==> config.mk <==
export PLATFORM = sky130hd
export DESIGN_NAME = neuron_mac_act
export DESIGN_NICKNAME = d
export VERILOG_FILES = /design/src/rtl/neuron_mac_act.sv
export SDC_FILE = /design/constraint.sdc
export NUM_CORES = 2
export LEC_CHECK = 0
export ABC_AREA = 1
export CAP_MARGIN = 20
export CORE_UTILIZATION = 30
export CTS_CLUSTER_DIAMETER = 50
export DETAILED_ROUTE_END_ITERATION = 6
export GPL_ROUTABILITY_DRIVEN = 0
export PLACE_DENSITY_LB_ADDON = 0.3
export SLEW_MARGIN = 10
export SYNTH_ARGS = -nofsm -noshare
export SYNTH_HDL_FRONTEND = slang
export SYNTH_SLANG_ARGS = --single-unit
export TNS_END_PERCENT = 20
==> constraint.sdc <==
create_clock -name clk -period 11.4 [get_ports clk]
set_input_delay 2.28 -clock clk [delete_from_list [all_inputs] [get_ports clk]]
set_output_delay 2.28 -clock clk [all_outputs]
set_load 0.05 [all_outputs]
==> src/rtl/neuron_mac_act.sv <==
// Sequential neuron with one MAC per clock, a wide non-wrapping accumulator, saturation to N bits and a selectable activation.
// Optional: define NEURON_ROUND_EN to round each product half-up before the >>Q instead of floor truncation.
module neuron_mac_act #(
    parameter int N          = 20,
    parameter int Q          = 18,
    parameter int INPUT_SIZE = 4
) (
    input  logic                    clk,
    input  logic                    reset,
    input  logic                    start,
    input  logic [1:0]              act_mode,
    input  logic [INPUT_SIZE*N-1:0] inputs_flat,
    input  logic [INPUT_SIZE*N-1:0] weights_flat,
    input  logic [N-1:0]            bias,
    output logic                    busy,
    output logic                    done,
    output logic [N-1:0]            output_value,
    output logic                    overflow,
    output logic                    tanh_start,
    output logic [N-1:0]            tanh_arg,
    input  logic                    tanh_busy,
    input  logic [N-1:0]            tanh_result
);

    localparam int ACC_W = 2*N - Q + $clog2(INPUT_SIZE + 1) + 1;
    localparam int IDX_W = (INPUT_SIZE > 1) ? $clog2(INPUT_SIZE) : 1;
    localparam logic [IDX_W-1:0] LAST_IDX = IDX_W'(INPUT_SIZE - 1);

    localparam logic signed [ACC_W-1:0] SAT_MAX = {{(ACC_W-N+1){1'b0}}, {(N-1){1'b1}}};
    localparam logic signed [ACC_W-1:0] SAT_MIN = {{(ACC_W-N+1){1'b1}}, {(N-1){1'b0}}};
    localparam logic signed [N-1:0]     OUT_MAX = {1'b0, {(N-1){1'b1}}};
    localparam logic signed [N-1:0]     OUT_MIN = {1'b1, {(N-1){1'b0}}};
    localparam logic signed [N-1:0]     ONE_Q     = {{(N-1){1'b0}}, 1'b1} << Q;
    localparam logic signed [N-1:0]     NEG_ONE_Q = -ONE_Q;

    typedef enum logic [2:0] {
        IDLE      = 3'd0,
        ACC       = 3'd1,
        SAT       = 3'd2,
        TANH_HOLD = 3'd3,
        TANH_WAIT = 3'd4
    } state_t;

    state_t state_reg, state_next;

    logic [INPUT_SIZE*N-1:0]  inputs_reg, inputs_next;
    logic [INPUT_SIZE*N-1:0]  weights_reg, weights_next;
    logic [1:0]               mode_reg, mode_next;
    logic signed [ACC_W-1:0]  acc_reg, acc_next;
    logic [IDX_W-1:0]         index_reg, index_next;
    logic                     busy_reg, busy_next;
    logic                     done_reg, done_next;
    logic [N-1:0]             out_reg, out_next;
    logic                     ovf_reg, ovf_next;
    logic                     tstart_reg, tstart_next;
    logic [N-1:0]             targ_reg, targ_next;

    // Operand unpacking so the current pair can be selected by index.
    logic signed [N-1:0] in_arr [INPUT_SIZE];
    logic signed [N-1:0] wt_arr [INPUT_SIZE];

    generate
        for (genvar gi = 0; gi < INPUT_SIZE; gi++) begin : g_unpack
            assign in_arr[gi] = inputs_reg[gi*N +: N];
            assign wt_arr[gi] = weights_reg[gi*N +: N];
        end
    endgenerate

    logic signed [N-1:0]     in_sel, wt_sel;
    logic signed [2*N-1:0]   prod;
    logic signed [2*N-1:0]   prod_adj;
    logic signed [ACC_W-1:0] prod_term;

    assign in_sel = in_arr[index_reg];
    assign wt_sel = wt_arr[index_reg];
    assign prod   = (2*N)'(in_sel) * (2*N)'(wt_sel);

`ifdef NEURON_ROUND_EN
    localparam logic signed [2*N-1:0] ROUND_K = {{(2*N-1){1'b0}}, 1'b1} << (Q - 1);
    assign prod_adj = prod + ROUND_K;
`else
    assign prod_adj = prod;
`endif

    // The shifted product carries only 2N-Q significant bits, so resizing to ACC_W is lossless.
    assign prod_term = ACC_W'(prod_adj >>> Q);

    logic signed [N-1:0] sat_value;
    logic                sat_clip;
    logic signed [N-1:0] act_value;

    always_comb begin
        sat_clip  = 1'b0;
        sat_value = acc_reg[N-1:0];
        if (acc_reg > SAT_MAX) begin
            sat_value = OUT_MAX;
            sat_clip  = 1'b1;
        end else if (acc_reg < SAT_MIN) begin
            sat_value = OUT_MIN;
            sat_clip  = 1'b1;
        end
    end

    always_comb begin
        act_value = sat_value;
        case (mode_reg)
            2'd1: act_value = sat_value[N-1] ? '0 : sat_value;
            2'd3: begin
                if (sat_value > ONE_Q)
                    act_value = ONE_Q;
                else if (sat_value < NEG_ONE_Q)
                    act_value = NEG_ONE_Q;
            end
            default: act_value = sat_value;
        endcase
    end

    // State register.
    always_ff @(posedge clk or posedge reset) begin
        if (reset)
            state_reg <= IDLE;
        else
            state_reg <= state_next;
    end

    // Next-state logic.
    always_comb begin
        state_next = state_reg;
        case (state_reg)
            IDLE:      if (start) state_next = ACC;
            ACC:       if (index_reg == LAST_IDX) state_next = SAT;
            SAT:       state_next = (mode_reg == 2'd2) ? TANH_HOLD : IDLE;
            TANH_HOLD: state_next = TANH_WAIT;
            TANH_WAIT: if (!tanh_busy) state_next = IDLE;
            default:   state_next = IDLE;
        endcase
    end

    // Output / datapath next values.
    always_comb begin
        inputs_next  = inputs_reg;
        weights_next = weights_reg;
        mode_next    = mode_reg;
        acc_next     = acc_reg;
        index_next   = index_reg;
        busy_next    = busy_reg;
        done_next    = 1'b0;
        out_next     = out_reg;
        ovf_next     = ovf_reg;
        tstart_next  = 1'b0;
        targ_next    = targ_reg;
        case (state_reg)
            IDLE: begin
                if (start) begin
                    inputs_next  = inputs_flat;
                    weights_next = weights_flat;
                    mode_next    = act_mode;
                    acc_next     = ACC_W'($signed(bias));
                    index_next   = '0;
                    busy_next    = 1'b1;
                    ovf_next     = 1'b0;
                end
            end
            ACC: begin
                acc_next   = acc_reg + prod_term;
                index_next = index_reg + IDX_W'(1);
            end
            SAT: begin
                ovf_next = sat_clip;
                if (mode_reg == 2'd2) begin
                    targ_next   = sat_value;
                    tstart_next = 1'b1;
                end else begin
                    out_next  = act_value;
                    done_next = 1'b1;
                    busy_next = 1'b0;
                end
            end
            TANH_HOLD: begin
                // tanh_busy may still be low here because the unit has not seen the request yet.
            end
            TANH_WAIT: begin
                if (!tanh_busy) begin
                    out_next  = tanh_result;
                    done_next = 1'b1;
                    busy_next = 1'b0;
                end
            end
            default: busy_next = 1'b0;
        endcase
    end

    always_ff @(posedge clk or posedge reset) begin
        if (reset) begin
            inputs_reg  <= '0;
            weights_reg <= '0;
            mode_reg    <= '0;
            acc_reg     <= '0;
            index_reg   <= '0;
            busy_reg    <= 1'b0;
            done_reg    <= 1'b0;
            out_reg     <= '0;
            ovf_reg     <= 1'b0;
            tstart_reg  <= 1'b0;
            targ_reg    <= '0;
        end else begin
            inputs_reg  <= inputs_next;
            weights_reg <= weights_next;
            mode_reg    <= mode_next;
            acc_reg     <= acc_next;
            index_reg   <= index_next;
            busy_reg    <= busy_next;
            done_reg    <= done_next;
            out_reg     <= out_next;
            ovf_reg     <= ovf_next;
            tstart_reg  <= tstart_next;
            targ_reg    <= targ_next;
        end
    end

    assign busy         = busy_reg;
    assign done         = done_reg;
    assign output_value = out_reg;
    assign overflow     = ovf_reg;
    assign tanh_start   = tstart_reg;
    assign tanh_arg     = targ_reg;

endmodule

==> metrics.txt <==
# TYPE chip_impl_metric gauge
chip_impl_info{name="post_synth_top_cells",value="nand2_1 (999), inv_1 (634), fa_1 (420)"} 1
chip_impl_info{name="hold_class",value="reg2reg"} 1
chip_impl_metric{name="route.detailed.drc",unit=""} 0
chip_impl_info{name="tritoncts",value="built"} 1
chip_impl_info{name="cts_root_buf",value="clkbuf_16"} 1
chip_impl_metric{name="fp.dieArea",unit="um^2"} 92300
chip_impl_metric{name="cts.reportedPaths.clkPinSlew",unit="ns"} 0.06
chip_impl_metric{name="multiInputGateArea",unit="um^2"} 18300
chip_impl_metric{name="worst_slack_setup_final",unit="ns"} 1.04
chip_impl_metric{name="final-max-slew-violation-count",unit=""} 0
chip_impl_metric{name="io_pins",unit=""} 250
chip_impl_metric{name="via_count_of_the_first_global_routing_pass",unit=""} 23291
chip_impl_metric{name="synth.ff_latch_count",unit=""} 237
chip_impl_metric{name="largest_net_degree_at_the_start_of_global_routing",unit=""} 120
chip_impl_metric{name="final_util",unit=""} 0.356
chip_impl_metric{name="dr.pass1.iters",unit=""} 5
chip_impl_info{name="yosys-top-cells-area",value="fa_1 (31%), dfrtp_1 (22%), nand2_1 (14%), inv_1 (8.7%), ha_1 (6.0%)"} 1
chip_impl_metric{name="die_y",unit="um"} 304
chip_impl_metric{name="cp_num_buf_inv",unit=""} 8
chip_impl_metric{name="netlist_instances",unit=""} 3443
chip_impl_info{name="critical-path-top-delay-family",value="adder cells"} 1
chip_impl_metric{name="starting_density_of_the_core",unit=""} 0.303
chip_impl_metric{name="ant_nets",unit=""} 0
chip_impl_info{name="run_status",value="completed"} 1
chip_impl_info{name="setup_repair_after_global_routing_missed_its_margin",value="no"} 1
chip_impl_metric{name="synth_cell_types",unit=""} 48
chip_impl_info{name="synth.most_common_cell",value="nand2_1"} 1
chip_impl_metric{name="final_min_period_over_clock_period",unit=""} 0.909
chip_impl_metric{name="pre_cts_ws",unit="ns"} 1.02
chip_impl_metric{name="core_area",unit="um^2"} 90100
chip_impl_metric{name="htreeDepth",unit=""} 1
chip_impl_metric{name="slew_headroom",unit=""} 0.281
chip_impl_metric{name="hpwlAfterDp",unit="um"} 69500
chip_impl_metric{name="drt-total-wl",unit="um"} 85800
chip_impl_metric{name="die_w",unit="um"} 304
chip_impl_info{name="worstSetupStartpointType",value="register"} 1
chip_impl_metric{name="peak_fanout_along_the_critical_path",unit=""} 36
chip_impl_metric{name="gr-usage-all-layers",unit=""} 0.185
chip_impl_metric{name="nets",unit=""} 4402
chip_impl_info{name="path_class",value="reg2reg"} 1
chip_impl_metric{name="cts.repair.resized",unit=""} 0
chip_impl_metric{name="synth-async-reset-ratio",unit=""} 1.00
chip_impl_metric{name="final_layout_size_suffix_gt1_frac",unit=""} 0.0406
chip_impl_metric{name="cts_inserted_buffers",unit=""} 28
chip_impl_metric{name="drt_iter0_drc",unit=""} 1649
chip_impl_info{name="synth_area_leader_cell",value="fa_1"} 1
chip_impl_metric{name="placement.io_buffers",unit=""} 249
chip_impl_metric{name="number_of_enable_type_register_cells_in_the_synthesized_netlist",unit=""} 0
chip_impl_metric{name="n_fill_cell",unit=""} 9428
chip_impl_metric{name="cts_num_sinks",unit=""} 237
chip_impl_metric{name="worst_clock_skew",unit="ns"} 0.0288
chip_impl_metric{name="timing_hold_violations_final",unit=""} 0
chip_impl_metric{name="finalHoldWorstSlack",unit="ns"} 0.478
chip_impl_metric{name="grt_overflow",unit=""} 0
chip_impl_metric{name="antenna_found_initial",unit=""} 2
chip_impl_metric{name="fmaxAchievable",unit="MHz"} 96.5
chip_impl_metric{name="timing.critical_path.arrival",unit="ns"} 10.79
chip_impl_metric{name="post_drt_wl_per_cell",unit="um"} 17.7
chip_impl_metric{name="wire_length_of_the_first_global_routing_pass",unit="um"} 134000
chip_impl_metric{name="num_vias",unit=""} 22629
chip_impl_metric{name="syn2layout_area_growth",unit="%"} 17.6
chip_impl_metric{name="seq_area_frac_synth",unit=""} 0.217
chip_impl_metric{name="timing.critical_path.required",unit="ns"} 11.83
chip_impl_metric{name="worstSkewPairLatency",unit="ns"} 0.58
chip_impl_metric{name="regArea",unit="um^2"} 5930
chip_impl_metric{name="syn-mean-instance-area",unit="um^2"} 7.94
chip_impl_metric{name="worst_slew_pin_slew",unit="ns"} 1.08
chip_impl_info{name="slowest_stage",value="fa_1"} 1
chip_impl_metric{name="cap_viol_max_count",unit=""} 0
chip_impl_metric{name="cts_post_setup_buffers_inserted",unit=""} 0
chip_impl_info{name="synth_top_flop_cell",value="dfrtp_1"} 1
chip_impl_metric{name="synth.yosys.warnings",unit=""} 0
chip_impl_metric{name="number_of_buffers_on_the_longest_clock_path",unit=""} 3
chip_impl_metric{name="final.min_clock_period",unit="ns"} 10.36
chip_impl_metric{name="max_stage_delay_on_crit_path",unit="ns"} 0.70
chip_impl_metric{name="final-setup-viol-count",unit=""} 0
chip_impl_metric{name="hold_buffers",unit=""} 0
chip_impl_metric{name="synth.top_cell.area_share",unit=""} 0.308
chip_impl_metric{name="synthesis.nets",unit=""} 4199
chip_impl_info{name="setup.worst_path.end_class",value="register"} 1
chip_impl_metric{name="synthesis.area",unit="um^2"} 27300
chip_impl_metric{name="via_per_inst",unit=""} 4.67
chip_impl_metric{name="timing.setup.tns",unit="ns"} 0
chip_impl_metric{name="core.rowCount",unit=""} 110
## path summary, 6_finish.rpt
check | slack (ns) | start | to | cells after the start
max in group asynchronous | 7.82 | reset | inputs_reg[76]$_DFFE_PP0P_ | 3
setup reg to reg | 1.04 | index_reg[1]$_DFFE_PP0P_ | acc_reg[23]$_DFFE_PP0P_ | 35
hold / removal | 0.48 | inputs_reg[78]$_DFFE_PP0P_ | inputs_reg[78]$_DFFE_PP0P_ | 2
setup / recovery | 1.04 | index_reg[1]$_DFFE_PP0P_ | acc_reg[23]$_DFFE_PP0P_ | 35
hold reg to reg | 0.48 | inputs_reg[78]$_DFFE_PP0P_ | inputs_reg[78]$_DFFE_PP0P_ | 2
min in group asynchronous | 2.19 | reset | weights_reg[71]$_DFFE_PP0P_ | 2
## layout by cell type (no fill, tap or decap), types with 7 or more instances in the layout
cell type and count:
dfrtp_1 236, ha_1 130, o21a_1 8, inv_2 11
nand3_1 66, o21ai_0 99, xor2_1 22, a31oi_1 17
a21oi_1 122, nand4_1 10, xnor2_1 12, clkinv_1 10
inv_1 633, nand2_1 999, a32oi_2 18, o211ai_1 9
nor2_1 391, nor3_1 16, o21ai_1 7, a32oi_1 18
clkbuf_16 28, fa_1 420, clkdlybuf4s50_1 249, buf_4 44
## worst reg2reg max path: cells and delay by family, from the launching register on
family                   cells  cell delay (ns)
AO/OA/AOI/OAI                6             1.74
adder cells (fa/ha/maj)      9             4.61
flip-flops                   1             0.48
buffers and inverters        8             1.53
AND/OR/NAND/NOR             12             1.85
## cell families after synthesis
logic type	after synthesis	synth area share
xor+xnor	34	0.0109
buf+inv	780	0.112
flops	237	0.217
simple gates	1510	0.216
compound gates	332	0.0769
fa+ha+maj	550	0.367
## metal layers
layer | vias to the layer above | routed length [um] | track usage
met5 | - | 0 | 0
met4 | 0 | 2530 | 0.0521
met3 | 115 | 5710 | 0.0344
met2 | 699 | 38700 | 0.295
met1 | 11069 | 38800 | 0.256
li1 | 10746 | - | -
## through the flow
stage / cells / cell area (um^2)
after floorplan: 3443 / 27300
after global placement: 4790 / 31100
after detailed placement: 4790 / 31100
after CTS: 4842 / 32100
after global routing: 4846 / 32100
final: 4846 / 32100
## final cells by class
class,instances,share of cell area
multi-input cells,2426,0.571
inverters,656,0.0770
flip-flops and latches,237,0.185
well taps,1176,0.0458
diodes,2,0.000156
clock inverters,15,0.00693
clock buffers,37,0.0238
repair buffers,297,0.0908
Power is not shown: default switching activity piles up to over one toggle a cycle in this logic, so the estimate is an artifact.
